### src/rtl/sprite_mover.sv
// Player-sprite engine: clears the screen, draws a sprite from a 1-cycle ROM and
// moves it horizontally, erasing and redrawing the footprint on each move.
//
// state    | meaning
// ---------+---------------------------------------------------------------
// S_IDLE   | waiting for start after reset
// S_CLEAR  | sweeping the whole screen black
// S_DRAW   | first sprite draw at xpos
// S_READY  | accepting a single left or right command
// S_UPDATE | computing the clamped target x and latching old_x
// S_ERASE  | sweeping the old footprint black
// S_REDRAW | drawing the sprite at the new xpos
module sprite_mover #(
    parameter int          X_SCREEN_PIXELS = 160,
    parameter int          Y_SCREEN_PIXELS = 120,
    parameter int          SPRITE_W        = 11,
    parameter int          SPRITE_H        = 10,
    parameter int          X_START         = 73,
    parameter int          Y_START         = 105,
    parameter int          STEP            = 5,
    parameter int          ADDR_W          = 7,
    parameter logic [2:0]  TRANSPARENT     = 3'b000
) (
    input  logic              clk,
    input  logic              reset,
    input  logic              start,
    input  logic              left,
    input  logic              right,
    input  logic [2:0]        rom_data,
    output logic [ADDR_W-1:0] rom_addr,
    output logic [7:0]        xout,
    output logic [6:0]        yout,
    output logic [2:0]        colourOut,
    output logic              drawEn,
    output logic [7:0]        xpos,
    output logic              ready,
    output logic              moveDone
);

    typedef enum logic [2:0] {
        S_IDLE,
        S_CLEAR,
        S_DRAW,
        S_READY,
        S_UPDATE,
        S_ERASE,
        S_REDRAW
    } state_t;

    localparam logic [7:0] SCR_W_M1 = 8'(X_SCREEN_PIXELS - 1);
    localparam logic [6:0] SCR_H_M1 = 7'(Y_SCREEN_PIXELS - 1);
    localparam logic [7:0] SPR_W_M1 = 8'(SPRITE_W - 1);
    localparam logic [6:0] SPR_H_M1 = 7'(SPRITE_H - 1);
    localparam logic [8:0] X_MAX    = 9'(X_SCREEN_PIXELS - SPRITE_W);
    localparam logic [8:0] STEP9    = 9'(STEP);
    localparam logic [7:0] X_START8 = 8'(X_START);
    localparam logic [6:0] Y_START7 = 7'(Y_START);

    state_t            state;
    logic [7:0]        cx;
    logic [6:0]        cy;
    logic              flush;
    logic              dir_left;
    logic [7:0]        old_x;
    logic [7:0]        xpos_q;
    logic [ADDR_W-1:0] addr_q;
    logic              ready_q;
    logic              move_done_q;

    logic              pv_q;
    logic              pdraw_q;
    logic [7:0]        px_q;
    logic [6:0]        py_q;

    logic [7:0]        sw_m1;
    logic [6:0]        sh_m1;
    logic [7:0]        base_x;
    logic [6:0]        base_y;
    logic              is_draw;
    logic              in_sweep;
    logic              last_pix;

    logic [8:0]        x9;
    logic [8:0]        sum9;
    logic [8:0]        left_t;
    logic [8:0]        right_t;
    logic [7:0]        target;

    always_comb begin
        sw_m1   = SPR_W_M1;
        sh_m1   = SPR_H_M1;
        base_x  = xpos_q;
        base_y  = Y_START7;
        is_draw = 1'b1;
        case (state)
            S_CLEAR: begin
                sw_m1   = SCR_W_M1;
                sh_m1   = SCR_H_M1;
                base_x  = 8'd0;
                base_y  = 7'd0;
                is_draw = 1'b0;
            end
            S_ERASE: begin
                base_x  = old_x;
                is_draw = 1'b0;
            end
            default: ;
        endcase
        in_sweep = (state == S_CLEAR) || (state == S_DRAW) ||
                   (state == S_ERASE) || (state == S_REDRAW);
        last_pix = (cx == sw_m1) && (cy == sh_m1);
    end

    // 9-bit arithmetic keeps a right step from wrapping past 255
    always_comb begin
        x9      = {1'b0, xpos_q};
        sum9    = x9 + STEP9;
        left_t  = (x9 < STEP9) ? 9'd0 : (x9 - STEP9);
        right_t = (sum9 > X_MAX) ? X_MAX : sum9;
        target  = dir_left ? left_t[7:0] : right_t[7:0];
    end

    always_ff @(posedge clk) begin
        if (reset) begin
            state       <= S_IDLE;
            cx          <= 8'd0;
            cy          <= 7'd0;
            flush       <= 1'b0;
            dir_left    <= 1'b0;
            old_x       <= 8'd0;
            xpos_q      <= X_START8;
            addr_q      <= '0;
            ready_q     <= 1'b0;
            move_done_q <= 1'b0;
            pv_q        <= 1'b0;
            pdraw_q     <= 1'b0;
            px_q        <= 8'd0;
            py_q        <= 7'd0;
        end else begin
            pv_q        <= 1'b0;
            move_done_q <= 1'b0;
            if (in_sweep) begin
                if (!flush) begin
                    pv_q    <= 1'b1;
                    pdraw_q <= is_draw;
                    px_q    <= base_x + cx;
                    py_q    <= base_y + cy;
                    if (last_pix) begin
                        flush  <= 1'b1;
                        cx     <= 8'd0;
                        cy     <= 7'd0;
                        addr_q <= '0;
                    end else begin
                        if (cx == sw_m1) begin
                            cx <= 8'd0;
                            cy <= cy + 7'd1;
                        end else begin
                            cx <= cx + 8'd1;
                        end
                        if (is_draw)
                            addr_q <= addr_q + 1'b1;
                    end
                end else begin
                    // one drain cycle so the last pixel leaves before the state changes
                    flush <= 1'b0;
                    case (state)
                        S_CLEAR: state <= S_DRAW;
                        S_ERASE: state <= S_REDRAW;
                        S_DRAW: begin
                            state   <= S_READY;
                            ready_q <= 1'b1;
                        end
                        default: begin
                            state       <= S_READY;
                            ready_q     <= 1'b1;
                            move_done_q <= 1'b1;
                        end
                    endcase
                end
            end else begin
                case (state)
                    S_IDLE: begin
                        if (start) begin
                            state  <= S_CLEAR;
                            xpos_q <= X_START8;
                        end
                    end
                    S_READY: begin
                        if (left ^ right) begin
                            dir_left <= left;
                            state    <= S_UPDATE;
                            ready_q  <= 1'b0;
                        end
                    end
                    S_UPDATE: begin
                        old_x  <= xpos_q;
                        xpos_q <= target;
                        if (target != xpos_q) begin
                            state <= S_ERASE;
                        end else begin
                            state       <= S_READY;
                            ready_q     <= 1'b1;
                            move_done_q <= 1'b1;
                        end
                    end
                    default: state <= S_IDLE;
                endcase
            end
        end
    end

    // strobe and colour come straight from rom_data so transparency costs no extra cycle
    assign drawEn    = pv_q && (!pdraw_q || (rom_data != TRANSPARENT));
    assign colourOut = (pv_q && pdraw_q) ? rom_data : 3'b000;
    assign xout      = px_q;
    assign yout      = py_q;
    assign rom_addr  = addr_q;
    assign xpos      = xpos_q;
    assign ready     = ready_q;
    assign moveDone  = move_done_q;

endmodule

### config.mk
export PLATFORM = sky130hd
export DESIGN_NAME = sprite_mover
export DESIGN_NICKNAME = d
export VERILOG_FILES = /design/src/rtl/sprite_mover.sv
export SDC_FILE = /design/constraint.sdc
export NUM_CORES = 1
export LEC_CHECK = 0
export ABC_AREA = 1
export CAP_MARGIN = 20
export CORE_MARGIN = 3
export CORE_UTILIZATION = 50
export DETAILED_ROUTE_END_ITERATION = 7
export GPL_ROUTABILITY_DRIVEN = 0
export MAX_ROUTING_LAYER = met4
export PLACE_DENSITY_LB_ADDON = 0.1
export SETUP_SLACK_MARGIN = 0.3
export SLEW_MARGIN = 20
export SYNTH_ARGS = -nofsm -noshare
export SYNTH_HDL_FRONTEND = slang
export SYNTH_SLANG_ARGS = --single-unit
### constraint.sdc
create_clock -name clk -period 2.25 [get_ports clk]
set_input_delay 0.3375 -clock clk [delete_from_list [all_inputs] [get_ports clk]]
set_output_delay 0.3375 -clock clk [all_outputs]
set_load 0.005 [all_outputs]
Yosys cells after proc, flatten, opt, wreduce, memory -nomap -nowiden --
Index checks and enable logic that the tools add are counted.
Word-level totals: register bits after elaboration 62, input port bits 8, output and inout bits 36, word-level logic and storage cells 104
Cells by class: add/subtract/negate cells 7, magnitude comparators 2, equal/unequal tests 16, multiplexer cells 38, bitwise logic cells 3, reduce and logical (&&, ||, !) cells 24
Operator list (count):
- $mux W8 | 7
- $mux W7 | 6
- $pmux W8 S2 | 2
- $mux W3 | 6
- $reduce_and A3 Y1 | 5
- $add A7 B1 Y7 const B | 2
- $mux W1 | 14
- $add A8 B3 Y9 const B | 1
- $eq A3 B3 Y1 const B | 3
- $gt A9 B8 Y1 const B | 1
- $ne A3 B3 Y1 const B | 3
- $pmux W3 S3 | 1
- $add A8 B1 Y8 const B | 1
- $add A8 B8 Y8 | 1
- $eq A8 B8 Y1 | 1
- $lt A8 B3 Y1 const B | 1
- $ne A8 B8 Y1 | 1
- $sub A8 B3 Y8 const B | 1
- $add A7 B7 Y7 | 1
- $eq A7 B7 Y1 | 1
- $eq A3 B2 Y1 const B | 2
- $ne A2 B2 Y1 const B | 3
- $pmux W3 S2 | 1
- $reduce_bool A3 Y1 | 2
- other kinds (14) | 23

Depth between registers and ports, before layout --
Gate-level depths: netlist (run 1).
word-level depth 8, depth in mapped cells 20, depth with buffers taken out 20

Worst setup path after synthesis (run 1) --
Ideal clock, no wire load.
kind reg2reg, start point register state[1], end point register px_q[6], in the netlist xout[6], setup time 115 ps, arrival 2190 ps, data required time 2135 ps, path slack -56 ps, stages on the path, launching flop included 15, path buffers 0, clock period less this slack 2306 ps, cell sequence dfxtp_1 > nor2_8 > inv_4 > nor2_8 > nand2_1 > o21ai_0 > ha_1 > fa_1 > a31oi_1 > nor2_1 > o21ai_0 > nand2_1 > xor2_1 > o21ai_0 > inv_1
On the way: longest elaborated chain between the ends 5, elaborated cells between the ends (all ways) 10, classes of those cells add/sub: 1; eq/ne: 4; mux: 1; reduce/logical: 4
Ends and longest elaborated chain:
- start, declared | line 59 | state_t state;
- start signal, assigned | line 125 | state <= S_IDLE;
- start signal, assigned | line 167 | S_CLEAR: state <= S_DRAW;
- start signal, assigned | line 168 | S_ERASE: state <= S_REDRAW;
- branches (longest 5 deep; another with $add A8 B8 Y8)
- end signal, assigned | line 146 | px_q <= base_x + cx;
- end, declared | line 72 | logic [7:0] px_q;
Several ways; the timed one is not identified. A chain may end at the register's enable or synchronous reset.

Worst setup path in the final report (run 1) --
start point register state[0], end point register px_q[7], in the netlist xout[7]
The elaborated chain is that of the path after synthesis.

==> impl_metrics.py, run 1 <==
metrics = {
    "outcome": {
        "outcome": "completed",
    },
    "timing": {
        "min_period_ns": 2.24,
        "rsz0062_at_grt": "true",
        "slew-limit-headroom_pct": 51.9,
        "tns_ns": 0,
        "hold_violations": 0,
        "setup_viol_count_final": 0,
        "finalCritPeriodShare_pct": 99.3,
        "worst_slew_pin_slew_ns": 0.720,
        "skew_ns": 0.0135,
        "fmax_mhz": 447,
        "final_max_slew_viol_count": 0,
    },
    "power": {
        "internal-power_w": 0.00384,
        "power_w": 0.00664,
        "powerDensity_mw_per_mm2": 1140,
        "leakagePower_nw": 2.39,
        "peakVddDrop_uv": 1020,
        "switching_share_pct": 42.2,
        "clockPowerShare_pct": 14.3,
        "pwr-share-seq_pct": 24.5,
        "pwr-share-comb_pct": 61.2,
        "power_switching_w": 0.00280,
    },
    "cts": {
        "clock-sinks": 62,
        "clkTransAtPathRegs_ns": 0.07,
        "cts_buffer_depth": 2,
        "cts_tree": "yes",
        "cts.htree.levels": 3,
        "clock-root-buffer": "clkbuf_8",
        "cts_hold_buffers": 0,
        "clkLatencyLatePin_ns": 0.35,
        "numCtsBuffers": 9,
    },
    "synth": {
        "yosysWarnings": 0,
        "async_reset_ff_share_pct": 0,
        "synthTopCellsByArea": "dfxtp_1, nand2_1, a21oi_1",
        "synth.largest_area_cell": "dfxtp_1",
        "synth_top_flop_cell": "dfxtp_1",
        "synth-compound-area-share_pct": 16.9,
        "yosysMostFrequentCell": "nand2_1",
        "ys_seq_area_share_pct": 32.3,
        "synth_xor_area_share_pct": 4.33,
        "synth_top_family_by_area": "simple AND/OR/NAND/NOR gates",
        "yosys-top-cells-count": "nand2_1, dfxtp_1, inv_1",
        "avgSynthCellArea_um2": 7.10,
        "yosysUniqueCellTypes": 46,
        "synthCells": 541,
        "yosys.area_share.simple_pct": 32.3,
        "syn_area_mm2": 0.00384,
        "synth_edf_count": 0,
        "netlist.area_leader.share_pct": 32.3,
        "synth_mux_area_share_pct": 0,
        "synth-seq-cells": 62,
        "synth_nets": 567,
        "synthAdderAreaFrac_pct": 6.05,
    },
    "detailed_routing": {
        "viasPerCell": 5.70,
        "wl_per_cell_um": 16.6,
        "drt-total-wl_mm": 12.6,
        "antenna_left": 0,
        "first_pass_iters": 5,
        "vias": 4323,
        "drt_iter0_markers": 277,
        "drc": 0,
    },
    "critical_path": {
        "crit_type": "reg2reg",
        "cpPeakStageDelay_ns": 0.36,
        "crit_required_ns": 2.50,
        "critical-path-slowest-cell": "dfxtp_2",
        "crit_family": "compound AO/OA/AOI/OAI gates",
        "critPathLaunchType": "flip-flop",
        "cp_cell_sequence": "inv_4, nor2_8, inv_4, nor2_8, nand2_1, o21ai_1, ha_1, a21oi_2, nand2_2, a21oi_2, o21bai_1, nand2_1, nand2_1, a21oi_2, xor2_1, o21ai_1, inv_1",
        "cp-end-kind": "flip-flop",
        "cp_max_fo": 5,
        "cp.arrival_ns": 2.49,
        "cp_num_buf_inv": 3,
    },
    "floorplan": {
        "die_h_um": 93.7,
        "pin_count": 44,
        "start_util_pct": 52.2,
        "std_cell_rows": 31,
        "fp.coreArea_mm2": 0.00737,
        "dieArea_mm2": 0.00878,
        "die_w_um": 93.7,
    },
    "finish": {
        "seqCellArea_mm2": 0.00126,
        "drive_above_1_share_pct": 36.0,
        "layout.nets": 681,
        "multi_input_comb_area_mm2": 0.00286,
        "final_util_pct": 78.8,
        "diodes": 0,
        "fillers": 483,
        "fin_cells": 758,
        "area_growth_pct": 51.0,
    },
    "global_route": {
        "grt_pass1_vias": 3839,
        "grt_overflow_total": 0,
        "grt_antenna_before_repair": 0,
        "grt_pass1_wl_mm": 17.9,
        "grt_max_degree": 25,
        "grtUsageTotal_pct": 26.3,
    },
    "placed_design": {
        "hpwlAfterDp_mm": 7.00,
        "io_buffers": 43,
        "placed_cells": 699,
    },
    "flow_run": {
        "drv_cap": 0,
    },
    "min_path": {
        "min_path_type": "reg2reg",
    },
}
-- flip-flops by register name (all words and copies together), names as in the netlist, 3 cells and up --
name      count
rom_addr      7
state         3
old_x         8
cy            7
yout          7
xout          8
cx            8
xpos          8
-- stage by stage --
step | hold slack [ns] | area, um^2 | worst slack (ns)
after CTS | 0.467 | 5140 | 0.0696
after floorplan | 0.455 | 3890 | 0.0159
after detailed placement | 0.458 | 4600 | -0.0297
final | 0.468 | 5810 | 0.0146
after global routing | 0.496 | 5810 | -0.134
after global placement | 0.452 | 4600 | 0.0547
-- cells in the final DEF (no fill, tap or decap), types with 9 or more instances in the layout --
cell / netlist / layout
buf_4: 0 / 52
nand3_1: 41 / 30
clkdlybuf4s50_1: 0 / 43
nand2_2: 2 / 17
o21ai_1: 0 / 12
ha_1: 17 / 10
o21ai_2: 1 / 10
dfxtp_1: 62 / 54
nor2_2: 4 / 9
nand2_1: 104 / 83
nor2_1: 54 / 42
nor2_4: 2 / 10
inv_4: 2 / 9
inv_1: 56 / 45
xor2_1: 11 / 10
a21oi_2: 1 / 14
buf_6: 2 / 18
clkbuf_8: 0 / 12
a21oi_1: 50 / 36
nand2_4: 6 / 9
o21ai_0: 42 / 21
-- routing by layer --
layer  share of wire (%)  wire length [um]  GRT usage, %
met5                   0                 0             -
met4                 4.1               512          8.42
met3                 5.7               716          4.09
met2                  50              6300          44.0
met1                  40              5070          32.6
-- power by group through the flow --
| stage | registers (W) | clock network, W | logic (W) |
|---|---|---|---|
| after detailed placement | 0.00160 | 0 | 0.00258 |
| after floorplan | 0.00158 | 0 | 0.00164 |
| after CTS | 0.00160 | 0.000932 | 0.00304 |
| final | 0.00163 | 0.000951 | 0.00406 |
| after global placement | 0.00159 | 0 | 0.00254 |
| after global routing | 0.00166 | 0.00100 | 0.00435 |
-- cell type report --
type / count / share of cell area (%)
Multi-Input combinational cell: 402 / 49.2
Sequential cell: 62 / 21.7
Timing Repair Buffer: 117 / 19.1
Inverter: 63 / 4.68
Clock buffer: 12 / 2.84
Tap cell: 99 / 2.13
Clock inverter: 3 / 0.323
-- timing repair --
item,CTS,global route
buffers inserted,19,21
setup endpoints to repair,31,45
pin swaps,25,57
gates cloned,1,3
endpoints found under the hold margin,0,0
resized for setup,59,126
-- final timing paths --
path                               start  endpoint  slack, ns  cells past startpoint
worst max-delay path            state[0]   xout[7]       0.01                     17
worst min-delay path               ready     ready       0.47                      2
worst min register to register     ready     ready       0.47                      2
worst max register to register  state[0]   xout[7]       0.01                     17
-- kinds of logic (layout without fill, tap and decap cells) --
group,count (synthesis),after routing
AOI/OAI and AO/OA,114,114
xor gates and xnor gates,19,19
adders and majority gates,18,18
buffers and inverters,78,195
DFF,62,62
and+or+nand+nor,250,251
-- worst reg2reg max path: stages, from the launching register on --
cell,delay [ns]
dfxtp_2,0.36
inv_4,0.05
nor2_8,0.14
inv_4,0.06
nor2_8,0.10
nand2_1,0.05
o21ai_1,0.08
ha_1,0.29
a21oi_2,0.17
nand2_2,0.09
a21oi_2,0.15
o21bai_1,0.11
nand2_1,0.07
nand2_1,0.06
a21oi_2,0.12
xor2_1,0.07
o21ai_1,0.12
inv_1,0.05
Note: power is estimated with default switching activity, not from simulation.
==> run 2, diff against run 1 <==
- CELL_PAD_IN_SITES_DETAIL_PLACEMENT: unset -> 1
- CELL_PAD_IN_SITES_GLOBAL_PLACEMENT: unset -> 1
- CORE_UTILIZATION: 50 -> 37
- SLEW_MARGIN: 20 -> unset
==> run 2 against run 1 <==
Global-route usage down 1.4 points; sequential power about the same; clock skew decreased by 0.0054 ns; largest cell class unchanged; non-clock buffer count increased by 18; critical path type unchanged; the flow now finishes with violations (negative setup slack); via count rose by 2.6%; count of clock-buffer cells in the layout down 1; total power is 9.7% higher; worst setup slack worse by 0.18 ns.
==> impl_metrics.py, run 2 (synthesis results as in run 1) <==
metrics = {
    "finish": {
        "drive_above_1_share_pct": 39.6,
        "area_growth_pct": 59.3,
        "final_cell_mix": "nand2_1, buf_4, dfxtp_1",
        "layout.nets": 698,
        "final_common_cell": "nand2_1",
        "final_util_pct": 61.5,
        "diodes": 0,
        "final_cell_area_mm2": 0.00612,
    },
    "critical_path": {
        "cp_cell_sequence": "inv_4, nor2_8, inv_4, nor2_8, buf_4, nand2_1, o21ai_0, ha_1, inv_1, o21bai_1, nand2_1, nand2_1, a21oi_2, xor2_1, o21ai_1, inv_1",
        "worst-r2r-cell-count": 16,
        "crit_family": "compound AO/OA/AOI/OAI gates",
        "cp.arrival_ns": 2.66,
        "crit_required_ns": 2.50,
        "cpPeakStageDelay_ns": 0.38,
        "critical-path-slowest-cell": "dfxtp_2",
        "critPathLaunchType": "flip-flop",
        "cp_common_cell": "nand2_1",
        "crit_type": "reg2reg",
        "cp_max_fo": 6,
        "cp_num_buf_inv": 5,
        "cp-end-kind": "flip-flop",
        "path_depth": 16,
    },
    "outcome": {
        "outcome": "complete, but fails checks",
        "violations": "negative setup slack",
    },
    "cts": {
        "cts.htree.levels": 3,
        "clock-root-buffer": "clkbuf_8",
        "cts_buffer_depth": 2,
        "numCtsBuffers": 9,
        "clock-sinks": 62,
        "clkTransAtPathRegs_ns": 0.07,
        "cts_tree": "yes",
        "cts_hold_buffers": 0,
        "clkLatencyLatePin_ns": 0.36,
    },
    "floorplan": {
        "fp.coreArea_mm2": 0.00995,
        "std_cell_rows": 36,
        "start_util_pct": 38.6,
        "die_h_um": 108,
        "dieArea_mm2": 0.0116,
        "pin_count": 44,
        "die_w_um": 108,
    },
    "power": {
        "powerDensity_mw_per_mm2": 1190,
        "power_w": 0.00729,
        "peakVddDrop_uv": 679,
        "leakagePower_nw": 2.53,
    },
    "detailed_routing": {
        "wl_per_cell_um": 20.3,
        "viasPerCell": 5.48,
        "drt_iter0_markers": 183,
        "first_pass_iters": 5,
        "antenna_left": 0,
        "drt-total-wl_mm": 16.4,
        "vias": 4435,
        "drc": 0,
    },
    "timing": {
        "hold_ws_ns": 0.484,
        "setup_viol_count_final": 20,
        "rsz0062_at_grt": "true",
        "final_max_slew_viol_count": 0,
        "fmax_mhz": 415,
        "slew-limit-headroom_pct": 66.3,
        "skew_ns": 0.00812,
        "hold_violations": 0,
        "finalCritPeriodShare_pct": 107,
        "setup_ws_ns": -0.162,
        "min_period_ns": 2.41,
        "worst_slew_pin_slew_ns": 0.501,
    },
    "min_path": {
        "min_path_type": "reg2reg",
        "hold_depth": 2,
    },
    "global_route": {
        "grt_overflow_total": 0,
        "grt_pass1_vias": 4425,
        "grtUsageTotal_pct": 24.9,
        "grt_pass1_wl_mm": 22.1,
        "grt_antenna_before_repair": 0,
        "grt_max_degree": 23,
    },
    "placed_design": {
        "io_buffers": 43,
        "hpwlAfterDp_mm": 9.04,
        "post_dp_cell_area_mm2": 0.00474,
    },
    "flow_run": {
        "drv_cap": 0,
    },
}
-- run 2: changes by cell type in the layout (fill, tap and decap cells not counted), sizes merged --
cell	change
buf	+19
clkinvlp	+1
clkbuf	-2
bufinv	+1
nor2	-1
clkinv	-1
-- run 2: area by class of cell --
cell class              count  area (um^2)
clock buffers              11          141
clock inverters             4         47.5
fillers                  1177         3830
inverters                  63          263
multi-input cells         401         2970
flip-flops and latches     62         1250
well taps                 133          166
repair buffers            135         1290
-- run 2: layer usage --
layer,GRT usage (%),routed length [um]
met3,3.30,573
met1,30.4,6910
met2,41.7,8430
met5,-,0
met4,9.56,479
-- run 2: per-stage QoR --
stage / worst slack [ns] / TNS [ns] / cells
final: -0.162 / -1.10 / 809
after global routing: -0.280 / -3.53 / 809
after CTS: 0.0388 / 0 / 796
after detailed placement: -0.112 / -0.277 / 744
after global placement: -0.0245 / -0.0461 / 744
after floorplan: 0.0159 / 0 / 541
-- run 2: timing repair --
action	CTS	global route
hold endpoints to repair	0	0
buffers inserted	37	12
resized for setup	88	119
setup endpoints to repair	32	53
pin swaps	45	62
cloned	0	1
-- run 2: path summary, 6_finish.rpt --
kind / start / to / slack, ns
max: state[0] / xout[7] / -0.16
min: ready / ready / 0.48
max reg2reg: state[0] / xout[7] / -0.16
min reg2reg: ready / ready / 0.48
-- run 2: power breakdown --
group	internal [W]	switching, W	total [W]
registers	0.00137	0.000252	0.00163
clock network	0.000533	0.000480	0.00101
logic	0.00223	0.00242	0.00465
-- run 2: worst register-to-register path, stage by stage, from the launching register on --
cell,delay (ns)
dfxtp_2,0.38
inv_4,0.06
nor2_8,0.18
inv_4,0.07
nor2_8,0.12
buf_4,0.20
nand2_1,0.10
o21ai_0,0.17
ha_1,0.32
inv_1,0.08
o21bai_1,0.08
nand2_1,0.07
nand2_1,0.06
a21oi_2,0.16
xor2_1,0.08
o21ai_1,0.14
inv_1,0.05
==> run 3, diff against run 2 <==
- CORE_MARGIN: 3 -> unset
- CTS_CLUSTER_DIAMETER: unset -> 60
==> run 3 against run 2 <==
The flow still finishes with violations (negative setup slack); cell count is 1.4% higher; register-to-register slack worse by 0.098 ns; sequential share of layout area hardly changed; worst setup slack worse by 0.098 ns; non-clock buffer count is 10 higher; combinational power hardly changed; clock power hardly changed; first-iteration DRC count is 6.0% lower; total power is 0.31% lower; count of clock-buffer cells in the layout is 1 higher; critical path type unchanged; critical endpoint unchanged.
==> impl_metrics.py, run 3 (synthesis results as in run 1) <==
metrics = {
    "cts": {
        "numCtsBuffers": 9,
        "clock-sinks": 62,
        "clock-root-buffer": "clkbuf_8",
        "cts_buffer_depth": 2,
        "clkLatencyLatePin_ns": 0.37,
        "cts.htree.levels": 3,
        "cts_tree": "yes",
        "clkTransAtPathRegs_ns": 0.07,
    },
    "critical_path": {
        "crit_type": "reg2reg",
        "worstReg2RegEnd": "xout[7]",
        "regToRegSetupSlack_ns": -0.26,
        "reg2reg_from": "state[0]",
        "crit_required_ns": 2.51,
        "cp.arrival_ns": 2.77,
        "cp-end-kind": "flip-flop",
        "cp_max_fo": 6,
        "worst-r2r-cell-count": 17,
        "critPathLaunchType": "flip-flop",
    },
    "placed_design": {
        "io_buffers": 43,
        "hpwlAfterDp_mm": 9.25,
        "post_dp_cell_area_mm2": 0.00475,
    },
    "floorplan": {
        "die_w_um": 104,
        "std_cell_rows": 36,
        "die_h_um": 104,
        "fp.coreArea_mm2": 0.00991,
        "start_util_pct": 38.8,
        "pin_count": 44,
        "dieArea_mm2": 0.0108,
    },
    "min_path": {
        "min_to": "ready",
        "hold_depth": 2,
        "min_from": "ready",
        "min_path_type": "reg2reg",
    },
    "power": {
        "peakVddDrop_uv": 667,
        "leakagePower_nw": 2.57,
        "powerDensity_mw_per_mm2": 1180,
    },
    "detailed_routing": {
        "drt-total-wl_mm": 17.2,
        "viasPerCell": 5.53,
        "vias": 4533,
        "antenna_left": 0,
        "drt_iter0_markers": 172,
        "first_pass_iters": 4,
        "drc": 0,
        "wl_per_cell_um": 21.0,
    },
    "finish": {
        "final_util_pct": 61.9,
        "final_cell_area_mm2": 0.00613,
        "final_common_cell": "nand2_1",
        "area_growth_pct": 59.6,
        "diodes": 0,
        "final_cell_mix": "nand2_1, buf_4, dfxtp_1",
        "drive_above_1_share_pct": 39.7,
        "layout.nets": 708,
    },
    "timing": {
        "tns_ns": -1.77,
        "final_max_slew_viol_count": 0,
        "setup_ws_ns": -0.261,
        "fmax_mhz": 398,
        "min_period_ns": 2.51,
        "slew-limit-headroom_pct": 63.4,
        "setup_viol_count_final": 22,
        "finalCritPeriodShare_pct": 112,
        "worst_slew_pin_slew_ns": 0.549,
        "hold_violations": 0,
        "skew_ns": 0.0102,
        "rsz0062_at_grt": "true",
    },
    "global_route": {
        "grt_pass1_vias": 4533,
        "grtUsageTotal_pct": 27.6,
        "grt_antenna_before_repair": 0,
        "grt_pass1_wl_mm": 22.9,
        "grt_overflow_total": 0,
        "grt_max_degree": 22,
    },
    "outcome": {
        "violations": "negative setup slack",
        "outcome": "complete, but fails checks",
    },
    "flow_run": {
        "drv_cap": 0,
    },
}
run 3: changes by cell type in the layout (fill, tap and decap cells not counted), sizes merged:
cell      previous run  this run
buf                 91       100
bufinv               1         0
clkbuf              12        14
clkinv               3         2
clkinvlp             1         2
inv                 62        63
run 3: timing repair:
| action | in CTS | in global routing |
|---|---|---|
| endpoints found under the setup margin | 30 | 47 |
| gates cloned | 0 | 2 |
| pin swaps | 38 | 47 |
| hold buffers | 0 | 0 |
| resized for setup | 96 | 91 |
| setup buffers | 31 | 24 |
run 3: worst max-delay path by stage:
stage | endpoint | slack [ns] | startpoint | depth (start not counted)
2_1_floorplan | xout[7] | 0.02 | state[0] | 17
3_3_place_gp | rom_addr[5] | 0.003 | state[0] | 15
3_5_place_dp | xout[6] | -0.10 | state[0] | 16
4_1_cts | xout[7] | 0.01 | state[0] | 17
5_1_grt | xout[7] | -0.43 | state[0] | 17
6_report | xout[7] | -0.26 | state[0] | 17
run 3: cell type report:
cell class                 instances  area, um^2
inverter                          63         258
sequential                        62        1250
fill                            1205        3770
multi-input combinational        401        2880
timing repair buffer             145        1380
clock buffer                      12         165
tap                              133         166
clock inverter                     4        28.8
run 3: metrics by stage:
step / setup slack [ns] / total power (W) / std cells / hold WS [ns]
after floorplan: 0.0159 / 0.00323 / 541 / 0.455
after global placement: 0.00318 / 0.00432 / 747 / 0.470
after detailed placement: -0.103 / 0.00441 / 747 / 0.467
after CTS: 0.0118 / 0.00610 / 794 / 0.478
after global routing: -0.435 / 0.00756 / 820 / 0.493
final: -0.261 / 0.00727 / 820 / 0.476
run 3: worst max-delay path, stage by stage, from the launching register on:
cell and delay [ns]:
dfxtp_2 0.37, inv_4 0.06, nor2_8 0.15, inv_4 0.06
nor2_8 0.11, nand2_1 0.07, o21ai_1 0.08, ha_1 0.28
a21oi_2 0.15, nand2_1 0.11, a21oi_2 0.19, o21bai_2 0.10
nand2_1 0.08, nand2_1 0.07, a21oi_2 0.17, xor2_1 0.09
o21ai_1 0.19, inv_1 0.07
run 3: per-layer routing:
metal  global-route usage, %  wire (um)  up-vias
met3                    4.20        775       56
met4                    11.3        538        0
met5                       -          0        -
met1                    31.8       7000     2246
met2                    47.7       8920      141
li1                        -          -     2090
run 3: power breakdown:
| part | internal (W) | leakage, nW | total (W) | switching, W |
|---|---|---|---|---|
| clock network | 0.000492 | 0.0950 | 0.00100 | 0.000509 |
| logic | 0.00219 | 1.97 | 0.00467 | 0.00248 |
| registers | 0.00137 | 0.507 | 0.00160 | 0.000224 |
| total | 0.00405 | 2.57 | 0.00727 | 0.00322 |
